### src/rtl/mat2_job_driver_pkg.sv
// Shared definitions for the 2x2 matrix job driver: FSM encoding,
// operand/result word positions and the default handshake timeout.
package mat2_job_driver_pkg;

    localparam int DEFAULT_TIMEOUT_CYCLES = 1024;

    localparam int NUM_OPERAND_WORDS = 8;
    localparam int NUM_RESULT_WORDS  = 4;

    // Operand words arrive in this order on the input stream
    localparam logic [2:0] IDX_A11 = 3'd0;
    localparam logic [2:0] IDX_A12 = 3'd1;
    localparam logic [2:0] IDX_A21 = 3'd2;
    localparam logic [2:0] IDX_A22 = 3'd3;
    localparam logic [2:0] IDX_B11 = 3'd4;
    localparam logic [2:0] IDX_B12 = 3'd5;
    localparam logic [2:0] IDX_B21 = 3'd6;
    localparam logic [2:0] IDX_B22 = 3'd7;

    // Result words leave on the output stream in this order
    localparam logic [1:0] IDX_C11 = 2'd0;
    localparam logic [1:0] IDX_C12 = 2'd1;
    localparam logic [1:0] IDX_C21 = 2'd2;
    localparam logic [1:0] IDX_C22 = 2'd3;

    typedef enum logic [2:0] {
        ST_LOAD   = 3'd0,
        ST_ISSUE  = 3'd1,
        ST_WAIT_C = 3'd2,
        ST_ACK    = 3'd3,
        ST_DRAIN  = 3'd4,
        ST_ERROR  = 3'd5
    } state_t;

endpackage

### src/rtl/mat2_job_driver_hs_watchdog.sv
// Handshake watchdog: counts enabled cycles since the last clear and flags
// expiry on the cycle whose edge would complete TIMEOUT_CYCLES of waiting.
module hs_watchdog
    import mat2_job_driver_pkg::*;
#(
    parameter int TIMEOUT_CYCLES = DEFAULT_TIMEOUT_CYCLES
) (
    input  logic input_Clk,
    input  logic input_Reset,
    input  logic clear,
    input  logic enable,
    output logic expired
);

    localparam int CW = $clog2(TIMEOUT_CYCLES + 1);
    localparam logic [CW-1:0] LAST = CW'(TIMEOUT_CYCLES - 1);

    logic [CW-1:0] count;

    // Saturates at LAST so a stalled phase keeps reporting expiry
    always_ff @(posedge input_Clk or posedge input_Reset) begin
        if (input_Reset) begin
            count <= '0;
        end else if (clear) begin
            count <= '0;
        end else if (enable && (count != LAST)) begin
            count <= count + CW'(1);
        end
    end

    assign expired = enable && (count >= LAST);

endmodule

### src/rtl/mat2_job_driver.sv
// Streams eight operand words into a 2x2 matrix multiplier, runs its
// four-phase handshake and streams the four result words back out.
module mat2_job_driver
    import mat2_job_driver_pkg::*;
#(
    parameter int TIMEOUT_CYCLES = DEFAULT_TIMEOUT_CYCLES
) (
    input  logic        input_Clk,
    input  logic        input_Reset,
    input  logic [31:0] input_Data,
    input  logic        input_Valid,
    output logic        output_Ready,
    output logic [31:0] output_Data,
    output logic        output_Valid,
    input  logic        input_Ready,
    output logic [31:0] output_A11,
    output logic [31:0] output_A12,
    output logic [31:0] output_A21,
    output logic [31:0] output_A22,
    output logic [31:0] output_B11,
    output logic [31:0] output_B12,
    output logic [31:0] output_B21,
    output logic [31:0] output_B22,
    output logic        output_AB_Stable,
    input  logic        input_AB_Ack,
    input  logic [31:0] input_C11,
    input  logic [31:0] input_C12,
    input  logic [31:0] input_C21,
    input  logic [31:0] input_C22,
    input  logic        input_C_Stable,
    output logic        output_C_Ack,
    output logic [15:0] output_Jobs,
    output logic        output_Error
);

    state_t      state;
    logic [2:0]  load_idx;
    logic [1:0]  drain_idx;
    logic [31:0] operand [NUM_OPERAND_WORDS];
    logic [31:0] result  [NUM_RESULT_WORDS];

    logic wd_clear;
    logic wd_enable;
    logic wd_expired;

    assign output_A11 = operand[IDX_A11];
    assign output_A12 = operand[IDX_A12];
    assign output_A21 = operand[IDX_A21];
    assign output_A22 = operand[IDX_A22];
    assign output_B11 = operand[IDX_B11];
    assign output_B12 = operand[IDX_B12];
    assign output_B21 = operand[IDX_B21];
    assign output_B22 = operand[IDX_B22];

    // Any handshake progress restarts the count, so progress beats a timeout
    always_comb begin
        wd_enable = (state == ST_ISSUE) || (state == ST_WAIT_C) || (state == ST_ACK);
        wd_clear  = !wd_enable
                 || ((state == ST_ISSUE)  && input_AB_Ack)
                 || ((state == ST_WAIT_C) && input_C_Stable)
                 || ((state == ST_ACK)    && !input_C_Stable);
    end

    hs_watchdog #(
        .TIMEOUT_CYCLES(TIMEOUT_CYCLES)
    ) u_watchdog (
        .input_Clk  (input_Clk),
        .input_Reset(input_Reset),
        .clear      (wd_clear),
        .enable     (wd_enable),
        .expired    (wd_expired)
    );

    always_ff @(posedge input_Clk or posedge input_Reset) begin
        if (input_Reset) begin
            state            <= ST_LOAD;
            load_idx         <= '0;
            drain_idx        <= '0;
            for (int i = 0; i < NUM_OPERAND_WORDS; i++) operand[i] <= '0;
            for (int i = 0; i < NUM_RESULT_WORDS; i++)  result[i]  <= '0;
            output_Ready     <= 1'b0;
            output_Data      <= '0;
            output_Valid     <= 1'b0;
            output_AB_Stable <= 1'b0;
            output_C_Ack     <= 1'b0;
            output_Jobs      <= '0;
            output_Error     <= 1'b0;
        end else if (wd_expired && !wd_clear) begin
            state            <= ST_ERROR;
            output_Error     <= 1'b1;
            output_Ready     <= 1'b0;
            output_Valid     <= 1'b0;
            output_AB_Stable <= 1'b0;
            output_C_Ack     <= 1'b0;
        end else begin
            case (state)
                ST_LOAD: begin
                    if (input_Valid && output_Ready) begin
                        operand[load_idx] <= input_Data;
                        if (load_idx == IDX_B22) begin
                            load_idx         <= '0;
                            output_Ready     <= 1'b0;
                            output_AB_Stable <= 1'b1;
                            state            <= ST_ISSUE;
                        end else begin
                            load_idx     <= load_idx + 3'd1;
                            output_Ready <= 1'b1;
                        end
                    end else begin
                        output_Ready <= 1'b1;
                    end
                end

                // A result strobe seen here is deliberately ignored until WAIT_C
                ST_ISSUE: begin
                    if (input_AB_Ack) begin
                        output_AB_Stable <= 1'b0;
                        state            <= ST_WAIT_C;
                    end
                end

                ST_WAIT_C: begin
                    if (input_C_Stable) begin
                        result[IDX_C11] <= input_C11;
                        result[IDX_C12] <= input_C12;
                        result[IDX_C21] <= input_C21;
                        result[IDX_C22] <= input_C22;
                        output_C_Ack    <= 1'b1;
                        state           <= ST_ACK;
                    end
                end

                ST_ACK: begin
                    if (!input_C_Stable) begin
                        output_C_Ack <= 1'b0;
                        output_Valid <= 1'b1;
                        output_Data  <= result[IDX_C11];
                        drain_idx    <= IDX_C11;
                        state        <= ST_DRAIN;
                    end
                end

                ST_DRAIN: begin
                    if (input_Ready) begin
                        if (drain_idx == IDX_C22) begin
                            output_Valid <= 1'b0;
                            output_Data  <= '0;
                            output_Jobs  <= output_Jobs + 16'd1;
                            output_Ready <= 1'b1;
                            drain_idx    <= '0;
                            state        <= ST_LOAD;
                        end else begin
                            drain_idx   <= drain_idx + 2'd1;
                            output_Data <= result[drain_idx + 2'd1];
                        end
                    end
                end

                // Sticky until reset; every handshake output stays low
                ST_ERROR: begin
                    output_Error     <= 1'b1;
                    output_Ready     <= 1'b0;
                    output_Valid     <= 1'b0;
                    output_AB_Stable <= 1'b0;
                    output_C_Ack     <= 1'b0;
                end

                default: begin
                    state <= ST_LOAD;
                end
            endcase
        end
    end

endmodule

### config.mk
export PLATFORM = sky130hd
export DESIGN_NAME = mat2_job_driver
export DESIGN_NICKNAME = d
export VERILOG_FILES = /design/src/rtl/mat2_job_driver_pkg.sv /design/src/rtl/mat2_job_driver_hs_watchdog.sv /design/src/rtl/mat2_job_driver.sv
export SDC_FILE = /design/constraint.sdc
export NUM_CORES = 1
export LEC_CHECK = 0
export CAP_MARGIN = 40
export CORE_AREA = 8 8 204 206
export CTS_CLUSTER_DIAMETER = 40
export DETAILED_ROUTE_END_ITERATION = 8
export DIE_AREA = 0 0 212 214
export HOLD_SLACK_MARGIN = 0.1
export PLACE_DENSITY = 0.85
export SETUP_SLACK_MARGIN = 0.02
export SLEW_MARGIN = 5
export SYNTH_ARGS = -nofsm -noshare
export SYNTH_HDL_FRONTEND = slang
export SYNTH_SLANG_ARGS = --single-unit
### constraint.sdc
create_clock -name input_Clk -period 16.5 [get_ports input_Clk]
set_clock_uncertainty 0.15 [all_clocks]
set_input_delay 2.475 -clock input_Clk [delete_from_list [all_inputs] [get_ports input_Clk]]
set_output_delay 2.475 -clock input_Clk [all_outputs]
set_load 0.02 [all_outputs]
# After elaboration in Yosys (flattened, before gate mapping)
# Cells that the tools add are included.
# totals
reg_bits	456
input_bits	166
out_inout_bits	309
wordCells	133
# op_classes
add_sub_neg	4
n_lt_le_gt_ge	4
eq_ne	18
muxes	48
bitwise_logic	3
reduce_logical	33
# op_table
operator	n
$bwmux W256	1
$mux W32	6
$demux W32 S3	1
$bmux W32 S2	1
$pmux W32 S2	1
$mux W3	9
$mux W11	2
$mux W1	18
$pmux W3 S6	1
$add A16 B1 Y16 const B	1
$reduce_and A4 Y1	4
$reduce_bool A4 Y1	4
$ne A3 B3 Y1 const B	4
$pmux W1 S3	4
$reduce_and A3 Y1	4
$add A11 B1 Y11 const B	1
$ge A11 B10 Y1 const B	1
$ne A11 B10 Y1 const B	1
$eq A3 B3 Y1 const B	3
$ne A3 B2 Y1 const B	3
$logic_and A1 B1 Y1	8
$reduce_and A8 Y1	1
$eq A3 B2 Y1 const B	2
$mux W2	3
other kinds (16)	26

# Longest topological paths before layout
# Gate-level depths: netlist of the first run.
# depth
ltp_word	11
mapped_depth	7

# Modules after synthesis
# From an unflattened synthesis of the first run, not the netlist that was laid out.
# unflattened
cells_unflattened	1224
hier_area_um2	18622.9
# modules_own_cells
mod	instances	cells_per_inst	area_each_um2	seq_area_each_um2
mat2_job_driver	1	1158	17963.5	11135.7
hs_watchdog	1	66	659.4	275.3

# Least setup slack after synthesis of the first run
# No wires, ideal clock.
# synth_path
kind	input -> register
from	in input_Valid
to	reg operand, in the netlist output_A21[10]
setup_time_ns	0.125
arrival_time_ns	4.026
setup_slack_ns	12.199
path_stages	6
path_buffers	2
cell_sequence	nand2_1 > or4_1 > buf_2 > nor4b_4 > buf_6 > mux2_2
# synth_between
elab_chain_cells	2
# synth_lines
element	line_no	rtl
start: declaration	mat2_job_driver.sv:11	input logic input_Valid,
$logic_and A1 B1 Y1	mat2_job_driver.sv:98	if (input_Valid && output_Ready) begin
$reduce_and A3 Y1 (no source line)	-	
end signal: indexed assignment	mat2_job_driver.sv:99	operand[load_idx] <= input_Data;
end: declaration	mat2_job_driver.sv:39	logic [31:0] operand [NUM_OPERAND_WORDS];
# Every way passes these cells.
# A chain may end at the register's enable or synchronous reset.

# Worst setup path after layout of the first run
# layout_path
from	in input_C_Stable
to	reg result[102] in the netlist's numbering
# layout_between
elab_chain_cells	7
# layout_lines
element	line_no	rtl
start: declaration	mat2_job_driver.sv:30	input logic input_C_Stable,
$logic_and A1 B1 Y1 or $logic_not A1 Y1 (tied branches)	-	
$logic_or A1 B1 Y1 or $logic_and A1 B1 Y1 (tied branches)	mat2_job_driver.sv:60, mat2_job_driver.sv:61	
$logic_or A1 B1 Y1	mat2_job_driver.sv:61	|| ((state == ST_ACK) && !input_C_Stable);
$logic_not A1 Y1	mat2_job_driver.sv:88	end else if (wd_expired && !wd_clear) begin
$logic_and A1 B1 Y1	mat2_job_driver.sv:88	
$not A1 Y1 (no source line)	-	
$reduce_and A3 Y1 (no source line) (*)	-	
end signal: indexed assignment	mat2_job_driver.sv:124	result[IDX_C11] <= input_C11;
end signal: indexed assignment	mat2_job_driver.sv:125	result[IDX_C12] <= input_C12;
end signal: indexed assignment	mat2_job_driver.sv:126	result[IDX_C21] <= input_C21;
end: declaration	mat2_job_driver.sv:40	logic [31:0] result [NUM_RESULT_WORDS];
# Every way passes the cells marked *; elsewhere a longest branch is shown, timed or not.

==> results.ini, run 1 <==
[detailed_routing]
vias = 12470
route.detailed.drc = 0
vias_per_cell = 5.514
first_pass_iters = 5
drt-total-wl_um = 55200
routedWlPerCell_um = 24.40
drtIter0Drc = 676
ant_nets = 0

[cells_and_area]
nets = 1869
multi_input_area_um2 = 6734
syn2layout_area_growth_pct = 39.28
fillCellCount = 2549
drive_above_1_share = 0.3037
layout_common_cells = clkdlybuf4s50_1, dfrtp_1, mux2_2
regArea_um2 = 11410
final_common_cell = clkdlybuf4s50_1
final_cell_area_um2 = 25710

[global_routing]
grt_pass1_wl_um = 83520
grt_max_degree = 188
grt_pass1_vias = 13370
antenna_found_initial = 5
grt-ovfl-total = 0
track_usage = 0.2378

[power_and_ir_drop]
powerDensity_nw_per_um2 = 210.7
p_switching_uw = 1857
switching_share = 0.3427
cellLeakagePower_uw = 0.01099
power.internal_uw = 3562
pwr-share-seq = 0.360
clkPwrFrac = 0.233
peakVddDrop_uv = 119.3
pwr-share-comb = 0.407

[yosys]
syn_avg_cell_area_um2 = 15.16
ys_types = 55
synth_cells = 1218
syn_area_um2 = 18460
synthFlopType = dfrtp_1
synth_edf_count = 0
synth_seq_cells = 456
postSynth.asyncResetShare = 1.000
synth_nets = 1389
synth_warnings = 0
ys_seq_area_frac = 0.6181

[sta]
fmax_ghz = 0.2010
relSlewSlack = 0.3130
finalHoldViolCount = 0
tightest_slew_ns = 1.030
rsz0062_at_grt = no
tns_ns = 0
drv_slew = 0
fin_crit_sh = 0.3015
finalCriticalPeriod_ns = 4.975
finalSetupViolations = 0

[hold_path]
min_path_type = flip-flop to flip-flop

[setup_path]
cpPeakStageDelay_ns = 0.80
crit_family = buffers and inverters
worstPathMaxFanout = 70
crit_path_start_kind = input port
path_buf_inv = 3
crit_arrival_ns = 5.27
worstSetupPathType = input port to flip-flop
cp_common_cell = buf_4
path_cells = clkdlybuf4s50_1 > nand2_1 > nor3_2 > buf_4 > buf_4 > mux2_2
critPathCaptureType = flip-flop
cp_slowest_cell = buf_4
required_ns = 16.80

[place]
hpwl_um = 38200
numPortBuffers = 474
gp_congestion = 0.8220
postPlaceCellArea_um2 = 23790

[flow_run]
max-cap-violations = 0

[cts]
cts_sinks = 456
cts_buffer_depth = 3
clkLatencyLatePin_ns = 0.58
post_cts_buffers = 0
cts_buffers = 55
cts_resized = 0
cts_tree = built
clock-root-buffer = clkbuf_16
clkTransAtPathRegs_ns = 0.06
holdBufCountCts = 0
cts.htree.levels = 2

[die]
initial_utilization = 0.4822
dieArea_um2 = 45370
die_h_um = 214
die_w_um = 212
core.rowCount = 72
io_pins = 475
core_um2 = 38290

[outcome]
status = completed

==> Yosys cell counts (2+ instances only) <==
cell type / number / area, um^2
a211oi_1: 3 / 22.52
a21o_1: 2 / 15.01
a21oi_1: 10 / 50.05
a22oi_1: 32 / 240.2
a31oi_1: 2 / 12.51
and2_1: 3 / 18.77
and3_1: 6 / 37.54
and4_1: 2 / 17.52
buf_1: 4 / 15.01
buf_2: 24 / 120.1
buf_4: 3 / 22.52
buf_6: 3 / 33.78
clkbuf_1: 35 / 131.4
dfrtp_1: 456 / 11410
ha_1: 5 / 62.56
inv_1: 7 / 26.28
mux2_1: 12 / 135.1
mux2_2: 373 / 4200
mux2i_1: 2 / 20.02
mux4_2: 32 / 720.7
nand2_1: 59 / 221.5
nand2b_1: 3 / 18.77
nand3_1: 12 / 60.06
nand3b_1: 2 / 15.01
nand4_1: 8 / 50.05
nand4b_1: 2 / 17.52
nor2_1: 11 / 41.29
nor2b_1: 7 / 43.79
nor3_1: 11 / 55.05
nor3_2: 2 / 20.02
nor4_1: 4 / 25.02
nor4b_4: 2 / 47.55
o211ai_1: 2 / 15.01
o21ai_0: 37 / 185.2
o21ai_1: 4 / 20.02
o21ba_2: 2 / 20.02
or3_1: 2 / 12.51
xnor2_1: 10 / 87.58
xor2_1: 6 / 52.55
==> area by class of cell <==
| type | count | share of cell area |
|---|---|---|
| flip-flops and latches | 456 | 0.4438 |
| multi-input cells | 685 | 0.2619 |
| repair buffers | 493 | 0.1928 |
| clock buffers | 74 | 0.05990 |
| well taps | 518 | 0.02521 |
| clock inverters | 27 | 0.01489 |
| inverters | 7 | 0.001314 |
| diodes | 2 | 0.0001946 |
==> kinds of logic (layout without fill, tap and decap cells) <==
kind of cell / after synthesis / in the layout / share of synthesized area
AOI/OAI and AO/OA: 101 / 101 / 0.03456
xor gates and xnor gates: 16 / 16 / 0.007590
adders and majority gates: 5 / 5 / 0.003389
buffers and inverters: 77 / 601 / 0.01918
DFF: 456 / 456 / 0.6181
muxes: 419 / 419 / 0.2750
other: 0 / 2 / 0
and+or+nand+nor: 144 / 144 / 0.04222
==> through the flow <==
step                      setup slack [ns]  hold slack, ns  power, uW  std cells    util
after global routing                 11.35          0.3451       5660       2261  0.6715
after global placement               10.87          0.3123       4063       2155  0.6190
after floorplan                      1.163          0.3038       3115       1218       -
after CTS                            11.57          0.3247       5463       2260  0.6715
after detailed placement             10.97          0.3157       4164       2159  0.6212
final                                11.52          0.3204       5419       2262  0.6716
==> final timing paths <==
path                       depth (start not counted)             from  slack [ns]         endpoint
max                                                6   input_C_Stable       11.52      result[102]
min                                                1  output_Jobs[15]        0.32  output_Jobs[15]
max reg2reg                                        5         state[1]       13.25      result[102]
min reg2reg                                        1  output_Jobs[15]        0.32  output_Jobs[15]
max in group asynchronous                          5      input_Reset       11.78   output_A11[20]
min in group asynchronous                          2      input_Reset        2.31       result[17]
==> sequential cells by signal, summed over array words and instances, names as in the netlist <==
signal and count:
output_AB_Stable 1, output_Ready 1, drain_idx 2, output_A12 32
output_Jobs 16, output_B22 32, output_B11 32, output_B12 32
load_idx 3, output_B21 32, output_A22 32, result 128
output_A21 32, output_Valid 1, u_watchdog.count 11, state 3
output_A11 32, output_C_Ack 1, output_Error 1, output_Data 32
==> power by group through the flow <==
stage | Clock (uW) | Combinational [uW] | Sequential, uW
4_1_cts | 1280 | 2230 | 1950
2_1_floorplan | 0 | 861 | 2250
3_5_place_dp | 0 | 2210 | 1960
5_1_grt | 1330 | 2320 | 2010
3_3_place_gp | 0 | 2140 | 1920
6_report | 1260 | 2200 | 1950
==> layer usage <==
layer  vias to the layer above  wire length (um)  track usage
met5                         -                40            0
met4                         6              1841      0.08689
met3                       107              4979      0.06899
met2                       541             26970       0.3991
met1                      6426             21370       0.2877
li1                       5393                 -            -
(Power assumes the default switching activity.)
==> run 2: changes to the inputs <==
--- a/config.mk
+++ b/config.mk
@@ -6,12 +6,12 @@
 export NUM_CORES = 1
 export LEC_CHECK = 0
 export CAP_MARGIN = 40
-export CORE_AREA = 8 8 204 206
+export CORE_AREA = 8 8 214 216
 export CTS_CLUSTER_DIAMETER = 40
 export DETAILED_ROUTE_END_ITERATION = 8
-export DIE_AREA = 0 0 212 214
+export DIE_AREA = 0 0 222 224
 export HOLD_SLACK_MARGIN = 0.1
-export PLACE_DENSITY = 0.85
+export PLACE_DENSITY = 0.82
 export SETUP_SLACK_MARGIN = 0.02
 export SLEW_MARGIN = 5
 export SYNTH_ARGS = -nofsm -noshare
==> constraint.sdc (replaced) <==
create_clock -name input_Clk -period 4.5 [get_ports input_Clk]
set_clock_uncertainty 0.15 [all_clocks]
set_input_delay 0.675 -clock input_Clk [delete_from_list [all_inputs] [get_ports input_Clk]]
set_output_delay 0.675 -clock input_Clk [all_outputs]
set_load 0.02 [all_outputs]
==> results.ini, run 2 (synthesis gave the netlist of run 1 again) <==
[sta]
finalCriticalPeriod_ns = 2.869
setup_slack_ns = 1.631
relSlewSlack = 0.4380
finalHoldViolCount = 0
fin_crit_sh = 0.6375
fmax_ghz = 0.3486
rsz0062_at_grt = no
tightest_slew_ns = 0.8421
finalSetupViolations = 0
drv_slew = 0
worst_hold_slack_ns = 0.1600

[detailed_routing]
route.detailed.drc = 0
first_pass_iters = 5
ant_nets = 0
vias = 12550
routedWlPerCell_um = 23.76
drt-total-wl_um = 55070
drtIter0Drc = 856
vias_per_cell = 5.415

[cts]
clkTransAtPathRegs_ns = 0.06
post_cts_buffers = 0
cts_buffers = 58
clock-root-buffer = clkbuf_16
cts_tree = built
cts_sinks = 456
clkLatencyLatePin_ns = 0.59
cts_buffer_depth = 3
cts.htree.levels = 2
holdBufCountCts = 0
cts_resized = 0

[die]
core.rowCount = 76
io_pins = 475
dieArea_um2 = 49730
initial_utilization = 0.4343
die_w_um = 222
core_um2 = 42510
die_h_um = 224

[setup_path]
required_ns = 4.85
worstPathMaxFanout = 34
crit_arrival_ns = 3.22
crit_path_start_kind = flip-flop
crit_family = simple AND/OR/NAND/NOR gates
path_cells = or3b_2 > buf_4 > nor2_2 > buf_12 > a22oi_1 > o21ai_1
path_buf_inv = 2
cpPeakStageDelay_ns = 0.70
rrSetupSlack_ns = 1.63
cp_slowest_cell = nor2_2
critPathCaptureType = flip-flop
worstSetupPathType = flip-flop to flip-flop

[global_routing]
antenna_found_initial = 2
grt_max_degree = 83
grt_pass1_vias = 13460
grt_pass1_wl_um = 83930
track_usage = 0.2162
grt-ovfl-total = 0

[cells_and_area]
fin_util = 0.6133
layout_common_cells = clkdlybuf4s50_1, dfrtp_1, mux2_2
largest_register = result
final_common_cell = clkdlybuf4s50_1
syn2layout_area_growth_pct = 41.21
drive_above_1_share = 0.3173
nets = 1893
largest_register_ffs = 128

[power_and_ir_drop]
powerDensity_nw_per_um2 = 769.4
cellLeakagePower_uw = 0.01115
peakVddDrop_uv = 434.7

[place]
hpwl_um = 39880
numPortBuffers = 474
gp_congestion = 0.8375
pre_cts_ws_ns = 1.091

[outcome]
status = completed

[flow_run]
max-cap-violations = 0

[hold_path]
min_path_type = input port to asynchronous set/reset pin

-- run 2: cell count changes in the layout (fill, tap and decap cells not counted), moves of 3 or more --
| cell | previous run | this run |
|---|---|---|
| clkbuf_1 | 12 | 8 |
| clkbuf_8 | 5 | 8 |
| inv_8 | 2 | 6 |
| buf_4 | 14 | 30 |
| buf_12 | 4 | 8 |
| clkinvlp_4 | 3 | 8 |
-- run 2: layout make-up --
cell class / instances / area, um^2
well taps: 546 / 683.2
repair buffers: 514 / 5185
clock inverters: 34 / 405.4
diodes: 1 / 2.502
fillers: 3143 / 16440
clock buffers: 75 / 1617
inverters: 7 / 30.03
multi-input cells: 685 / 6734
flip-flops and latches: 456 / 11410
-- run 2: where the power goes --
part | switching (uW) | leakage, uW | internal [uW] | total (uW)
Clock | 1850 | 0.000978 | 2920 | 4760
Combinational | 3850 | 0.00450 | 4310 | 8170
Sequential | 1190 | 0.00568 | 5940 | 7130
Total | 6890 | 0.0111 | 13200 | 20100
-- run 2: routing by layer --
metal / vias to the layer above / global-route usage / wire (um)
li1: 5447 / - / -
met1: 6500 / 0.2564 / 21550
met2: 515 / 0.3633 / 26870
met3: 89 / 0.08553 / 5205
met4: 0 / 0.06136 / 1441
met5: - / 0 / 0
-- run 2: final timing paths --
path                                   end  cells after the start             from
setup / recovery            output_Data[0]                      6         state[1]
hold / removal                  result[92]                      2      input_Reset
setup reg to reg            output_Data[0]                      6         state[1]
hold reg to reg            output_Jobs[15]                      1  output_Jobs[15]
max in group asynchronous    output_A12[8]                      5      input_Reset
min in group input_Clk     output_Jobs[15]                      1  output_Jobs[15]
-- run 2: metrics by stage --
stage	instances	setup TNS (ns)	cell area [um^2]	power, uW
floorplan	1218	-1137.28	18470	11420
global placement	2205	0	23970	15030
detailed placement	2208	0	24040	15390
CTS	2317	0	26070	20240
global route	2317	0	26070	20960
finish	2318	0	26070	20060
==> run 3: changes to the inputs <==
==> constraint.sdc (replaced) <==
create_clock -name input_Clk -period 2.4 [get_ports input_Clk]
set_clock_uncertainty 0.15 [all_clocks]
set_input_delay 0.36 -clock input_Clk [delete_from_list [all_inputs] [get_ports input_Clk]]
set_output_delay 0.36 -clock input_Clk [all_outputs]
set_load 0.02 [all_outputs]
==> results.ini, run 3 (synthesis gave the netlist of run 1 again) <==
[global_routing]
antenna_found_initial = 7
grt_pass1_wl_um = 85970
grt-ovfl-total = 0
track_usage = 0.2210
grt_pass1_vias = 13700
grt_max_degree = 79

[cts]
clkTransAtPathRegs_ns = 0.06
clkLatencyLatePin_ns = 0.59
clock-root-buffer = clkbuf_16
cts.htree.levels = 2
cts_tree = built
cts_sinks = 456
cts_buffers = 60
cts_buffer_depth = 3

[sta]
finalHoldViolCount = 0
drv_slew = 0
finalCriticalPeriod_ns = 2.353
tightest_slew_ns = 0.6160
fin_crit_sh = 0.9802
fmax_ghz = 0.4251
tns_ns = 0
relSlewSlack = 0.5884
rsz0062_at_grt = yes
finalSetupViolations = 0

[setup_path]
crit_start = state[2]
critPathCaptureType = flip-flop
reg2reg_from = state[2]
crit_path_start_kind = flip-flop
required_ns = 2.71
worstSetupPathType = flip-flop to flip-flop
crit_arrival_ns = 2.67
worstPathMaxFanout = 7
ff2ff_path_depth = 6

[detailed_routing]
ant_nets = 0
drtIter0Drc = 792
vias = 12570
vias_per_cell = 5.365
route.detailed.drc = 0
routedWlPerCell_um = 23.88
first_pass_iters = 6
drt-total-wl_um = 55930

[cells_and_area]
fillCellCount = 3082
layout_common_cells = clkdlybuf4s50_1, dfrtp_1, mux2_2
final_cell_area_um2 = 26560
largest_register = result
multi_input_area_um2 = 6738
regArea_um2 = 11410
drive_above_1_share = 0.3281
largest_register_ffs = 128
syn2layout_area_growth_pct = 43.86
final_common_cell = clkdlybuf4s50_1
nets = 1913

[die]
core_um2 = 42510
initial_utilization = 0.4343
die_w_um = 222
die_h_um = 224
core.rowCount = 76
io_pins = 475
dieArea_um2 = 49730

[hold_path]
min_path_type = input port to flip-flop
min_path_cells = 2
worstHoldStart = input_C22[13]

[power_and_ir_drop]
power.internal_uw = 25280
cellLeakagePower_uw = 0.01137
pwr-share-comb = 0.409
clkPwrFrac = 0.245
switching_share = 0.3422
p_switching_uw = 13150
pwr-share-seq = 0.347
powerDensity_nw_per_um2 = 1447
peakVddDrop_uv = 783.3

[outcome]
status = completed

[place]
gp_congestion = 0.8307
hpwl_um = 40140
postPlaceCellArea_um2 = 24320
numPortBuffers = 474

[flow_run]
max-cap-violations = 0

-- run 3: layer usage --
metal / part of all wire / wire [um] / global-route usage
met1: 0.39 / 21820 / 0.2624
met2: 0.49 / 27370 / 0.3683
met3: 0.083 / 4655 / 0.07494
met4: 0.037 / 2053 / 0.08895
met5: 0.00041 / 23 / 0
-- run 3: worst paths after layout --
check                             endpoint  slack, ns
min                             result[13]       0.23
min reg2reg                output_Jobs[15]       0.32
min in group asynchronous       result[92]       0.59
max reg2reg                 output_A21[11]       0.05
max in group asynchronous   output_A22[26]       0.71
max                         output_A21[11]       0.05
-- run 3: repair_timing --
action                                 4_1_cts  5_1_grt
hold buffers                                 1        0
buffers inserted                             0        1
gates resized for setup                      0        3
setup endpoints to repair                    0       11
endpoints found under the hold margin       53        0
-- run 3: worst max-delay path, cell delays in order, from the launching register on --
cell and delay [ns]:
dfrtp_1 0.38, or4_4 0.54, buf_6 0.17, nor4b_4 0.29, buf_4 0.21, clkbuf_16 0.16, mux2_2 0.32
-- run 3: power groups by stage --
stage / registers [uW] / clock network [uW] / logic, uW
finish: 13300 / 9400 / 15700
detailed placement: 13400 / 0 / 15700
CTS: 13300 / 9590 / 15800
global placement: 13200 / 0 / 15300
floorplan: 15500 / 0 / 5920
global route: 13700 / 9920 / 16600
-- run 3: layout make-up --
| type | count | share of cell area |
|---|---|---|
| clock inverter | 42 | 0.01997 |
| multi-input combinational | 685 | 0.2537 |
| antenna | 4 | 0.0003769 |
| timing repair buffer | 532 | 0.2080 |
| clock buffer | 70 | 0.06143 |
| tap | 546 | 0.02572 |
| inverter | 7 | 0.001131 |
| sequential | 456 | 0.4297 |
-- run 3: stage by stage --
step	worst slack [ns]	power, uW	hold slack (ns)	cells	util
after floorplan	-4.279	21420	0.3038	1218	-
after global placement	-0.3628	28540	0.3117	2222	0.5722
after detailed placement	-0.3809	29090	0.3141	2222	0.5722
after CTS	0.04574	38720	0.1795	2335	0.6233
after global routing	0.002282	40170	0.2015	2339	0.6247
final	0.04745	38420	0.2275	2342	0.6248
